## src/rtl/sr_flag_sched_if.sv

```systemverilog
// Requester-side command bus for sr_flag_sched: per-requester valid/op/index
// fields in, one-hot grant out.
interface sr_flag_sched_if #(
  parameter int NREQ = 4,
  parameter int IDXW = 3
);
  logic [NREQ-1:0]      req_valid;
  logic [2*NREQ-1:0]    req_op;
  logic [IDXW*NREQ-1:0] req_idx;
  logic [NREQ-1:0]      req_ready;

  modport master (
    output req_valid,
    output req_op,
    output req_idx,
    input  req_ready
  );

  modport slave (
    input  req_valid,
    input  req_op,
    input  req_idx,
    output req_ready
  );
endinterface

```

## src/rtl/sr_flag_sched.sv

```systemverilog
// Round-robin scheduler serialising set/reset/toggle commands from NREQ
// requesters into one-hot s/r pulses for a bank of NFF SR flops, with a q mirror.
module sr_flag_sched #(
  parameter int NREQ    = 4,
  parameter int NFF     = 8,
  parameter int IDXW    = 3,
  parameter int PULSE_W = 1
) (
  input  logic              clk,
  input  logic              rst,
  sr_flag_sched_if.slave    req,
  output logic [NFF-1:0]    s_out,
  output logic [NFF-1:0]    r_out,
  output logic [NFF-1:0]    q,
  output logic              busy,
  output logic              err
);

  localparam int PW = (NREQ > 1) ? $clog2(NREQ) : 1;
  localparam logic [IDXW:0] NFF_L = (IDXW + 1)'(NFF);

  typedef enum logic {IDLE, PULSE} state_t;
  typedef enum logic [1:0] {OP_NOP, OP_RST, OP_SET, OP_TGL} op_t;

  state_t          state, state_n;
  logic [PW-1:0]   rr_ptr, rr_n;
  logic [3:0]      cnt, cnt_n;
  logic [NFF-1:0]  q_n, s_n, r_n;
  logic            busy_n, err_n;

  logic            gnt_found;
  logic [PW-1:0]   gnt_id;
  int unsigned     scan_i;
  op_t             sel_op;
  logic [IDXW-1:0] sel_idx;
  logic            idx_ok;
  logic            make_set;
  logic [NFF-1:0]  onehot;

  // Rotating priority scan starting at rr_ptr.
  always_comb begin
    gnt_found = 1'b0;
    gnt_id    = '0;
    scan_i    = 0;
    for (int unsigned k = 0; k < NREQ; k++) begin
      scan_i = (int'(rr_ptr) + k) % NREQ;
      if (!gnt_found && req.req_valid[scan_i]) begin
        gnt_found = 1'b1;
        gnt_id    = PW'(scan_i);
      end
    end
  end

  assign req.req_ready = (state == IDLE && !rst && gnt_found)
                         ? (NREQ'(1) << gnt_id) : '0;

  assign sel_op  = op_t'(req.req_op[2*int'(gnt_id) +: 2]);
  assign sel_idx = req.req_idx[IDXW*int'(gnt_id) +: IDXW];
  assign idx_ok  = {1'b0, sel_idx} < NFF_L;
  assign onehot  = NFF'(1) << sel_idx;

  always_comb begin
    state_n  = state;
    rr_n     = rr_ptr;
    cnt_n    = cnt;
    q_n      = q;
    s_n      = s_out;
    r_n      = r_out;
    busy_n   = busy;
    err_n    = err;
    make_set = 1'b0;
    case (state)
      IDLE: begin
        if (gnt_found) begin
          rr_n = (gnt_id == PW'(NREQ - 1)) ? '0 : gnt_id + PW'(1);
          if (sel_op == OP_NOP || !idx_ok) begin
            err_n = 1'b1;
          end else begin
            // Toggle resolves against the mirror as it stands in the accept cycle.
            make_set = (sel_op == OP_SET) ||
                       (sel_op == OP_TGL && (q & onehot) == '0);
            q_n      = make_set ? (q | onehot) : (q & ~onehot);
            s_n      = make_set ? onehot : '0;
            r_n      = make_set ? '0 : onehot;
            busy_n   = 1'b1;
            cnt_n    = 4'(PULSE_W - 1);
            state_n  = PULSE;
          end
        end
      end
      PULSE: begin
        if (cnt != '0) begin
          cnt_n = cnt - 4'd1;
        end else begin
          s_n     = '0;
          r_n     = '0;
          busy_n  = 1'b0;
          state_n = IDLE;
        end
      end
      default: state_n = IDLE;
    endcase
  end

  always_ff @(posedge clk) begin
    if (rst) begin
      state  <= IDLE;
      rr_ptr <= '0;
      cnt    <= '0;
      q      <= '0;
      s_out  <= '0;
      r_out  <= '0;
      busy   <= 1'b0;
      err    <= 1'b0;
    end else begin
      state  <= state_n;
      rr_ptr <= rr_n;
      cnt    <= cnt_n;
      q      <= q_n;
      s_out  <= s_n;
      r_out  <= r_n;
      busy   <= busy_n;
      err    <= err_n;
    end
  end

endmodule

```

## src/flat_wrapper.sv

```systemverilog
// flat-port wrapper written by rule: the top's interface ports become plain ports
module sr_flag_sched_flat 
#(
  parameter int NREQ    = 4,
  parameter int NFF     = 8,
  parameter int IDXW    = 3,
  parameter int PULSE_W = 1
)
  (clk, rst, s_out, r_out, q, busy, err, req_req_valid, req_req_op, req_req_idx, req_req_ready);
  sr_flag_sched_if #(.NREQ(NREQ), .IDXW(IDXW)) req_i ();
  input  logic clk;
  input  logic rst;
  output logic [NFF-1:0] s_out;
  output logic [NFF-1:0] r_out;
  output logic [NFF-1:0] q;
  output logic busy;
  output logic err;
  input wire logic [$bits(req_i.req_valid)-1:0] req_req_valid;
  input wire logic [$bits(req_i.req_op)-1:0] req_req_op;
  input wire logic [$bits(req_i.req_idx)-1:0] req_req_idx;
  output wire logic [$bits(req_i.req_ready)-1:0] req_req_ready;
  assign req_i.req_valid = req_req_valid;
  assign req_i.req_op = req_req_op;
  assign req_i.req_idx = req_req_idx;
  assign req_req_ready = req_i.req_ready;
  sr_flag_sched #(.NREQ(NREQ), .NFF(NFF), .IDXW(IDXW), .PULSE_W(PULSE_W)) u_core (.clk(clk), .rst(rst), .req(req_i), .s_out(s_out), .r_out(r_out), .q(q), .busy(busy), .err(err));
endmodule
```

## config.mk

```make
export PLATFORM = sky130hd
export DESIGN_NAME = sr_flag_sched_flat
export DESIGN_NICKNAME = d
export VERILOG_FILES = /design/src/rtl/sr_flag_sched_if.sv /design/src/rtl/sr_flag_sched.sv /design/src/flat_wrapper.sv
export SDC_FILE = /design/constraint.sdc
export NUM_CORES = 1
export LEC_CHECK = 0
export BUFFER_PORTS_ARGS = -buffer_cell sky130_fd_sc_hd__buf_2
export CORE_ASPECT_RATIO = 1.5
export CORE_MARGIN = 3
export CORE_UTILIZATION = 45
export DETAILED_ROUTE_END_ITERATION = 6
export PLACE_DENSITY = 0.71
export SYNTH_ARGS = -nofsm -noshare
export SYNTH_HDL_FRONTEND = slang
export SYNTH_SLANG_ARGS = --single-unit
export TNS_END_PERCENT = 10
```

## constraint.sdc

```tcl
create_clock -name clk -period 3.1 [get_ports clk]
set_input_delay 0.155 -clock clk [delete_from_list [all_inputs] [get_ports clk]]
set_output_delay 0.155 -clock clk [all_outputs]
set_load 0.03 [all_outputs]
```

==> flow_summary.json <==
{
  "ir_drop_uv": 526,
  "die_y_um": 84.9,
  "hp-class": "input port to flop",
  "fin_skew_ns": 0.00793,
  "cts_resized": 0,
  "grt_remaining_overflow": 0,
  "avgRoutedWirePerCell_um": 15.1,
  "clock_latency_ns": 0.28,
  "clkTransAtPathRegs_ns": 0.07,
  "layout_commonest_cell": "buf_2",
  "post-route-drc-count": 0,
  "regArea_um2": 661,
  "antenna_found_initial": 0,
  "layout_common_cells": "buf_2, dfxtp_1, nand2_1",
  "grt_pass1_vias": 1688,
  "syn_nets": 244,
  "cts_setup_buffers": 0,
  "instances_no_fill": 316,
  "drtPass1Iterations": 4,
  "multiInputGateArea_mm2": 0.00113,
  "die-area_mm2": 0.00497,
  "hold_viol": 0,
  "dr.first_iter.drc_count": 106,
  "dp.cells": 308,
  "mappedNetlistArea_mm2": 0.00187,
  "hold_buffers": 0,
  "cts_buffers": 5,
  "dp_hpwl_mm": 3.58,
  "synth_edf_count": 0,
  "grt_pass1_wl_mm": 7.94,
  "htreeDepth": 2,
  "drv_cap": 0,
  "clockBufferDepth": 2,
  "row_count": 28,
  "wirelength_mm": 4.77,
  "finalMaxSlewViolations": 0,
  "power_leakage_nw": 1.01,
  "num_antenna_cells": 0,
  "arrival_ns": 2.94,
  "antenna_left": 0,
  "portBuffers": 55,
  "p_per_area_mw_per_mm2": 775,
  "yosys_warnings": 0,
  "place_congestion": 0.827,
  "cts-root-buf": "clkbuf_8",
  "synth_top_flop_cell": "dfxtp_1",
  "num_vias": 1783,
  "grt_usage_pct": 20.1,
  "total_power_mw": 1.78,
  "relSlewSlack_pct": 66.9,
  "end_kind": "flop",
  "status": "completed",
  "vias_per_cell": 5.64,
  "critPathLaunchType": "flop",
  "synth_cell_types": 53,
  "cp.required_ns": 3.28,
  "nets": 302,
  "area_delta_synth_final_pct": 23.3,
  "yosysSeqAreaShare_pct": 35.4,
  "setup_viol": 0,
  "worst-slew-pin-transition_ns": 0.495,
  "cts.sinks": 33,
  "async_reset_ff_share_pct": 0,
  "rsz0062_at_grt": "false",
  "io_pins": 56,
  "drive_gt1_share_pct": 33.2,
  "ys_ff_latch": 33,
  "fin_crit_ns": 2.75,
  "fin_tns_setup_ns": 0,
  "crit_type": "flop to flop",
  "period_share_pct": 88.8,
  "die_w_um": 58.6,
  "initial_utilization_pct": 47.2,
  "syn-instance-count": 212,
  "nFillCells": 392,
  "syn_area_per_cell_um2": 8.81,
  "core_mm2": 0.00396,
  "crit_path_max_fanout": 11,
  "max_clock_freq_mhz": 363,
  "cts_tree": "done",
  "grt_max_degree": 20
}
## synthesized netlist by cell type, types with 4 or more instances
master | instances | share of area [%]
dfxtp_1 | 33 | 35
nand2_1 | 21 | 4.2
a21oi_1 | 17 | 4.6
nand3_1 | 13 | 3.5
nor2_1 | 12 | 2.4
o21ai_0 | 10 | 2.7
and3_1 | 9 | 3.0
a211oi_2 | 6 | 4.0
ha_1 | 6 | 4.0
mux2i_1 | 6 | 3.2
inv_1 | 5 | 1.0
a211oi_1 | 4 | 1.6
a221oi_2 | 4 | 3.2
nor2b_1 | 4 | 1.3
o2bb2ai_1 | 4 | 1.9
## layout make-up
class                           instances  area share (%)
Clock buffer                            7            3.75
Tap cell                               45            2.45
Sequential cell                        33            28.7
Clock inverter                          1            1.30
Inverter                                7            1.14
Timing Repair Buffer                   60            13.6
Multi-Input combinational cell        163            49.1
## metal layers
metal	part of all wire, %	vias to the layer above	GRT usage (%)
met5	0	-	0
met4	2.0	0	7.01
met3	5.8	8	3.04
met2	50	58	35.5
met1	42	814	24.0
li1	-	903	-
## cell families after synthesis
family | share of synthesized area, %
AND/OR/NAND/NOR | 21.9
AO/OA/AOI/OAI | 29.8
flip-flops | 35.4
buffers and inverters | 4.16
multiplexers | 3.82
adder cells (fa/ha/maj) | 4.02
XOR/XNOR | 0.939
## stage by stage
step	instance area [µm²]	worst slack [ns]	utilization [%]	hold WS [ns]
2_1_floorplan	1870	0.684	-	0.435
3_3_place_gp	2180	0.260	55.2	0.451
3_5_place_dp	2180	0.221	55.2	0.450
4_1_cts	2300	0.169	58.1	0.275
5_1_grt	2300	0.0469	58.2	0.291
6_report	2300	0.347	58.2	0.275
## power by group
part | total (mW) | internal (mW) | leakage (nW) | switching [mW]
Sequential | 0.534 | 0.484 | 0.268 | 0.0501
Combinational | 0.832 | 0.275 | 0.681 | 0.557
Clock | 0.418 | 0.262 | 0.0585 | 0.156
## path summary, 6_finish.rpt
| kind | startpoint | end | slack (ns) | depth (start not counted) |
|---|---|---|---|---|
| max | u_core.rr_ptr[1] | u_core.r_out[3] | 0.35 | 11 |
| min | rst | u_core.err | 0.28 | 2 |
| max reg2reg | u_core.rr_ptr[1] | u_core.r_out[3] | 0.35 | 11 |
| min reg2reg | u_core.s_out[2] | u_core.s_out[2] | 0.47 | 1 |
## worst max-delay path, stage by stage, from the launching register on
cell and delay [ns]:
dfxtp_1 0.42, nand2_2 0.09, a211oi_2 0.38, nor2_2 0.12, inv_2 0.16, a211oi_2 0.11, nor2_1 0.31, a31oi_1 0.14
o32a_1 0.33, o21a_1 0.11, buf_4 0.19, a221oi_1 0.29
Power figures use the tool's default switching activity.
